[src/rtl/edca_sched_pkg.sv]
// Shared types and constants for the EDCA backoff scheduler.
// Latency: none (types, constants and a combinational helper only).
// Backpressure: not applicable.
package edca_sched_pkg;

  localparam int NUM_Q      = 4;
  localparam int CW_EXP_MAX = 10;
  localparam int BO_W       = 10;
  localparam int AIFSN_W    = 4;

  localparam logic [1:0] SETTLE_NEW   = 2'd3;
  localparam logic [1:0] SETTLE_RETRY = 2'd1;

  typedef enum logic [2:0] {
    ST_IDLE,
    ST_SETTLE,
    ST_DRAW,
    ST_AIFS,
    ST_BACKOFF,
    ST_TX,
    ST_RESOLVE
  } state_e;

  function automatic logic [1:0] top_q(input logic [NUM_Q-1:0] pend);
    logic [1:0] sel;
    sel = 2'd0;
    for (int i = 0; i < NUM_Q; i++) begin
      if (pend[i]) sel = 2'(i);
    end
    return sel;
  endfunction

  // The exponent is clipped so the mask never exceeds the backoff counter width.
  function automatic logic [BO_W-1:0] bo_mask(input logic [3:0] cw);
    logic [3:0] e;
    e = (cw > 4'(CW_EXP_MAX)) ? 4'(CW_EXP_MAX) : cw;
    return ~({BO_W{1'b1}} << e);
  endfunction

endpackage

[src/rtl/edca_backoff_sched_lfsr.sv]
// Free-running 16-bit Galois LFSR (x^16+x^14+x^13+x^11+1) supplying backoff draws.
// Latency: advances every cycle; reset reloads SEED.
// Backpressure: none, never stalls.
module backoff_lfsr
  import edca_sched_pkg::*;
#(
  parameter logic [15:0] SEED = 16'hACE1
) (
  input  logic            clk,
  input  logic            rst,
  output logic [BO_W-1:0] rnd
);

  logic [15:0] lfsr_q;
  logic [15:0] lfsr_d;

  always_comb begin
    lfsr_d = {1'b0, lfsr_q[15:1]} ^ (lfsr_q[0] ? 16'hB400 : 16'h0000);
  end

  always_ff @(posedge clk) begin
    if (rst) lfsr_q <= SEED;
    else     lfsr_q <= lfsr_d;
  end

  assign rnd = lfsr_q[BO_W-1:0];

endmodule

[src/rtl/edca_backoff_sched.sv]
// EDCA per-AC backoff scheduler; EDCA_BACKOFF_PREEMPT_EN lets a higher AC abort a countdown.
// Latency: pend->idx 1 cycle, DRAW 4 cycles after pend, tx_start 1 cycle after final slot.
// Backpressure: holds in TX until tx_result_valid; busy channel freezes the countdown.
module edca_backoff_sched
  import edca_sched_pkg::*;
#(
  parameter int          RETRY_LIMIT = 7,
  parameter logic [15:0] LFSR_SEED   = 16'hACE1
) (
  input  logic                       clk,
  input  logic                       rst,
  input  logic [NUM_Q-1:0]           tx_pend,
  input  logic [3:0]                 cw_exp,
  input  logic [NUM_Q*AIFSN_W-1:0]   aifsn_combined,
  input  logic                       slot_tick,
  input  logic                       ch_idle,
  input  logic                       tx_result_valid,
  input  logic                       tx_result_ack,
  output logic [1:0]                 tx_queue_idx,
  output logic                       tx_start,
  output logic                       tx_try_complete,
  output logic                       retrans_trigger,
  output logic                       quit_retrans,
  output logic                       sched_busy,
  output logic [BO_W-1:0]            bo_cnt,
  output logic [3:0]                 retry_cnt
);

  state_e                state_q, state_d;
  logic [1:0]            idx_q, idx_d;
  logic [1:0]            settle_q, settle_d;
  logic [AIFSN_W-1:0]    aifs_q, aifs_d;
  logic [BO_W-1:0]       bo_q, bo_d;
  logic [3:0]            retry_q, retry_d;
  logic                  ack_q, ack_d;
  logic                  start_q, start_d;
  logic                  complete_q, complete_d;
  logic                  retrans_q, retrans_d;
  logic                  quit_q, quit_d;

  logic [BO_W-1:0]       rnd;
  logic [AIFSN_W-1:0]    aifs_raw;
  logic [AIFSN_W-1:0]    aifs_load;
  logic                  pend_sel;
  logic                  contending;

  backoff_lfsr #(.SEED(LFSR_SEED)) u_lfsr (
    .clk (clk),
    .rst (rst),
    .rnd (rnd)
  );

  always_comb begin
    aifs_raw   = aifsn_combined[{idx_q, 2'b00} +: AIFSN_W];
    aifs_load  = (aifs_raw == '0) ? AIFSN_W'(1) : aifs_raw;
    pend_sel   = tx_pend[idx_q];
    contending = (state_q == ST_SETTLE) || (state_q == ST_DRAW) ||
                 (state_q == ST_AIFS)   || (state_q == ST_BACKOFF);
  end

`ifdef EDCA_BACKOFF_PREEMPT_EN
  logic [NUM_Q-1:0] above_mask;
  logic             higher;

  always_comb begin
    above_mask = ~((4'd2 << idx_q) - 4'd1);
    higher     = |(tx_pend & above_mask);
  end
`endif

  always_comb begin
    state_d    = state_q;
    idx_d      = idx_q;
    settle_d   = settle_q;
    aifs_d     = aifs_q;
    bo_d       = bo_q;
    retry_d    = retry_q;
    ack_d      = ack_q;
    start_d    = 1'b0;
    complete_d = 1'b0;
    retrans_d  = 1'b0;
    quit_d     = 1'b0;

    case (state_q)
      ST_IDLE: begin
        if (|tx_pend) begin
          idx_d    = top_q(tx_pend);
          retry_d  = '0;
          settle_d = SETTLE_NEW;
          state_d  = ST_SETTLE;
        end
      end
      // Waits out the CW exponent logic so cw_exp reflects the selected queue.
      ST_SETTLE: begin
        settle_d = settle_q - 2'd1;
        if (settle_q == 2'd1) state_d = ST_DRAW;
      end
      ST_DRAW: begin
        bo_d    = rnd & bo_mask(cw_exp);
        aifs_d  = aifs_load;
        state_d = ST_AIFS;
      end
      ST_AIFS: begin
        if (!ch_idle) begin
          aifs_d = aifs_load;
        end else if (slot_tick) begin
          aifs_d = aifs_q - AIFSN_W'(1);
          if (aifs_q == AIFSN_W'(1)) begin
            if (bo_q == '0) begin
              state_d = ST_TX;
              start_d = 1'b1;
            end else begin
              state_d = ST_BACKOFF;
            end
          end
        end
      end
      ST_BACKOFF: begin
        if (!ch_idle) begin
          aifs_d  = aifs_load;
          state_d = ST_AIFS;
        end else if (slot_tick) begin
          bo_d = bo_q - BO_W'(1);
          if (bo_q == BO_W'(1)) begin
            state_d = ST_TX;
            start_d = 1'b1;
          end
        end
      end
      ST_TX: begin
        if (tx_result_valid) begin
          ack_d   = tx_result_ack;
          state_d = ST_RESOLVE;
        end
      end
      ST_RESOLVE: begin
        if (ack_q) begin
          complete_d = 1'b1;
          retry_d    = '0;
          state_d    = ST_IDLE;
        end else if (retry_q < 4'(RETRY_LIMIT)) begin
          retry_d   = retry_q + 4'd1;
          retrans_d = 1'b1;
          settle_d  = SETTLE_RETRY;
          state_d   = ST_SETTLE;
        end else begin
          quit_d  = 1'b1;
          retry_d = '0;
          state_d = ST_IDLE;
        end
      end
      default: state_d = ST_IDLE;
    endcase

    // Withdrawal outranks everything else while contending; TX is committed.
    if (contending && !pend_sel) begin
      quit_d  = 1'b1;
      retry_d = '0;
      start_d = 1'b0;
      state_d = ST_IDLE;
    end
`ifdef EDCA_BACKOFF_PREEMPT_EN
    else if (((state_q == ST_AIFS) || (state_q == ST_BACKOFF)) && higher) begin
      quit_d   = 1'b1;
      retry_d  = '0;
      start_d  = 1'b0;
      bo_d     = '0;
      idx_d    = top_q(tx_pend);
      settle_d = SETTLE_NEW;
      state_d  = ST_SETTLE;
    end
`endif
  end

  always_ff @(posedge clk) begin
    if (rst) begin
      state_q    <= ST_IDLE;
      idx_q      <= '0;
      settle_q   <= '0;
      aifs_q     <= '0;
      bo_q       <= '0;
      retry_q    <= '0;
      ack_q      <= 1'b0;
      start_q    <= 1'b0;
      complete_q <= 1'b0;
      retrans_q  <= 1'b0;
      quit_q     <= 1'b0;
    end else begin
      state_q    <= state_d;
      idx_q      <= idx_d;
      settle_q   <= settle_d;
      aifs_q     <= aifs_d;
      bo_q       <= bo_d;
      retry_q    <= retry_d;
      ack_q      <= ack_d;
      start_q    <= start_d;
      complete_q <= complete_d;
      retrans_q  <= retrans_d;
      quit_q     <= quit_d;
    end
  end

  assign tx_queue_idx    = idx_q;
  assign tx_start        = start_q;
  assign tx_try_complete = complete_q;
  assign retrans_trigger = retrans_q;
  assign quit_retrans    = quit_q;
  assign sched_busy      = (state_q != ST_IDLE);
  assign bo_cnt          = bo_q;
  assign retry_cnt       = retry_q;

endmodule

[config.mk]
export PLATFORM = sky130hd
export DESIGN_NAME = edca_backoff_sched
export DESIGN_NICKNAME = d
export VERILOG_FILES = /design/src/rtl/edca_sched_pkg.sv /design/src/rtl/edca_backoff_sched_lfsr.sv /design/src/rtl/edca_backoff_sched.sv
export SDC_FILE = /design/constraint.sdc
export NUM_CORES = 1
export LEC_CHECK = 0
export BUFFER_PORTS_ARGS = -buffer_cell sky130_fd_sc_hd__buf_2
export CAP_MARGIN = 20
export CORE_ASPECT_RATIO = 0.75
export CORE_MARGIN = 5
export CORE_UTILIZATION = 55
export DETAILED_ROUTE_END_ITERATION = 8
export PLACE_DENSITY_LB_ADDON = 0.25
export SLEW_MARGIN = 5
export SYNTH_ARGS = -nofsm -noshare
export SYNTH_HDL_FRONTEND = slang
export SYNTH_SLANG_ARGS = --single-unit
[constraint.sdc]
create_clock -name clk -period 1.99 [get_ports clk]
set_input_delay 0.199 -clock clk [delete_from_list [all_inputs] [get_ports clk]]
set_output_delay 0.199 -clock clk [all_outputs]
set_load 0.1 [all_outputs]
==> impl_metrics.tcl <==
set metrics [dict create \
    status "complete, no violations" \
    diodes 0 \
    die-height_um 68.4 \
    synth_edf_count 0 \
    final_common_cell "buf_2" \
    grt_max_degree 25 \
    grt_pass1_wl_um 10100 \
    placedCellCount 395 \
    syn_nets 330 \
    end_kind "output pin" \
    grtUsageMet3 0.0445 \
    place.gp.congestion 0.878 \
    root_buffer "clkbuf_8" \
    htreeDepth 2 \
    async_flop_share 0 \
    firstDrtPassIters 5 \
    busiest_layer "met2" \
    portBuffers 50 \
    post_drt_wl_per_cell_um 14.8 \
    cts_sinks 46 \
    via_per_inst 5.93 \
    timing.rr.start "bo_cnt[0]$_SDFFE_PP0P_" \
    dp_hpwl_um 4450 \
    drc 0 \
    areaGrowthSynthToFinish_pct 18.9 \
    io_pins 51 \
    rsz0062_at_grt "false" \
    ys_ff_latch 46 \
    fin_crit_sh 0.947 \
    peakVddDrop_uv 1520 \
    grt_use_met1 0.317 \
    placed_cell_area_um2 2830 \
    hold_viol 0 \
    synthTopCellsByArea "dfxtp_1, o21ai_0, mux4_2" \
    instances_no_fill 403 \
    fin_ws_ns 0.105 \
    period_needed_ns 1.89 \
    synthFlopType "dfxtp_1" \
    clock_skew_ns 0.00649 \
    criticalPathCategory "flop to output pin" \
    holdPathEnd "ack_q$_SDFFE_PP0P_" \
    r2r_setup_slack_ns 0.13 \
    ctsResizeCount 0 \
    post-cts-setup-buffers 0 \
    avgSynthCellArea_um2 8.50 \
    yosys_warnings 0 \
    drt_wl_total_um 5970 \
    cp.arrival_ns 1.69 \
    synthesis.area_um2 2500 \
    vias 2391 \
    core_area_um2 4440 \
    drive_above_1_share 0.286 \
    r2r-end "state_q[0]$_SDFFE_PP0P_" \
    p_leak_nw 1.27 \
    grt_pass1_vias 2193 \
    yosysSeqAreaShare 0.369 \
    crit_path_max_fanout 8 \
    grtUsageMet2 0.324 \
    tns_ns 0 \
    fmax_mhz 530 \
    finalPower_mw 4.57 \
    die_x_um 87.8 \
    seq_area_um2 937 \
    timing.hold.worst_path_depth 3 \
    multi_input_area_um2 1440 \
    yosys.area.top_type_share 0.369 \
    cts_inserted_buffers 5 \
    filler_cell_count 401 \
    finalHoldWorstSlack_ns 0.136 \
    antenna_found_initial 0 \
    cts_tree "done" \
    die_area_um2 6000 \
    maxCapViolCount 0 \
    std_cell_rows 21 \
    yosys.area.top_type "dfxtp_1" \
    final_max_slew_viol_count 0 \
    insertion_delay_ns 0.30 \
    p_per_area_nw_per_um2 1540 \
    worst_pin_slew_ns 0.730 \
    final_antenna_net_count 0 \
    grt.total_usage 0.213 \
    cts_buffer_depth 2 \
    cp.required_ns 1.79 \
    final_cell_mix "buf_2, dfxtp_1, nor2_1" \
    dr.first_iter.drc_count 191 \
    preCtsSetupSlack_ns 0.0618 \
    path_clk_slew_ns 0.09 \
    start_util 0.563 \
    cts_hold_buf 0 \
    overflow 0 \
    utilization 0.669 \
    min_from "tx_result_ack" \
    nNetsFinal 381 \
    yosysUniqueCellTypes 52 \
    r2r_cells 7 \
    startpoint_type "flop" \
    hold_path.class "primary input to flop" \
    fin_area_um2 2970 \
    maxSlewHeadroom 0.509 \
    setup_viol 0 \
    synth_cells 294 \
]
-- logic make-up (layout without fill, tap and decap cells) --
kind of cell,Yosys count,in the layout,synth area share
AOI/OAI and AO/OA,87,87,0.226
muxes,8,8,0.0571
buffers and inverters,30,82,0.0601
and+or+nand+nor,113,113,0.244
xor gates and xnor gates,4,4,0.0140
DFF,46,46,0.369
adders and majority gates,6,6,0.0300
-- registers in the layout, indices dropped and copies added (netlist names) --
register / count
ack_q: 1
aifs_q: 4
bo_cnt: 10
quit_retrans: 1
retrans_trigger: 1
retry_cnt: 4
settle_q: 2
state_q: 3
tx_queue_idx: 2
tx_start: 1
tx_try_complete: 1
u_lfsr.lfsr_q: 16
-- cell usage after synthesis (all sizes together) (8+ instances only) --
master,count
nand3,8
or2,8
o21ai,25
nor2b,10
inv,11
a31oi,8
nor3,9
a21oi,17
dfxtp,46
buf,16
nand2,18
nor2,31
-- worst max-delay path by stage --
stage / startpoint / depth (start not counted) / endpoint / slack, ns
floorplan: tx_queue_idx[0]$_SDFFE_PP0P_ / 5 / aifs_q[0]$_SDFFE_PP0P_ / 0.003
global placement: bo_cnt[0]$_SDFFE_PP0P_ / 7 / state_q[0]$_SDFFE_PP0P_ / 0.14
detailed placement: bo_cnt[0]$_SDFFE_PP0P_ / 7 / state_q[0]$_SDFFE_PP0P_ / 0.06
CTS: bo_cnt[0]$_SDFFE_PP0P_ / 7 / state_q[0]$_SDFFE_PP0P_ / 0.05
global route: bo_cnt[1]$_SDFFE_PP0P_ / 7 / bo_cnt[8]$_SDFFE_PP0P_ / 0.006
finish: state_q[2]$_SDFFE_PP0P_ / 4 / sched_busy / 0.10
-- cell type report --
class / count / share of cell area
Sequential cell: 46 / 0.315
Clock buffer: 5 / 0.0232
Inverter: 11 / 0.0139
Multi-Input combinational cell: 218 / 0.485
Tap cell: 57 / 0.0240
Clock inverter: 3 / 0.0215
Timing Repair Buffer: 63 / 0.117
-- worst max-delay path: stages (launching register included) --
cell     delay [ns]
dfxtp_1        0.34
buf_4          0.16
nor3_1         0.43
inv_1          0.13
buf_2          0.32
-- report_power, final --
group	switching [mW]	internal, mW	total [mW]
combinational	1.60	0.793	2.40
sequential	0.243	1.12	1.36
clock	0.322	0.497	0.819
total	2.17	2.41	4.57
-- metal layers --
layer,share of wire,wire [um],vias up
met5,0,0,-
li1,-,-,1182
met2,0.42,2500,96
met1,0.50,3010,1108
met3,0.073,435,5
met4,0.0042,25,0
(Power assumes the default switching activity.)
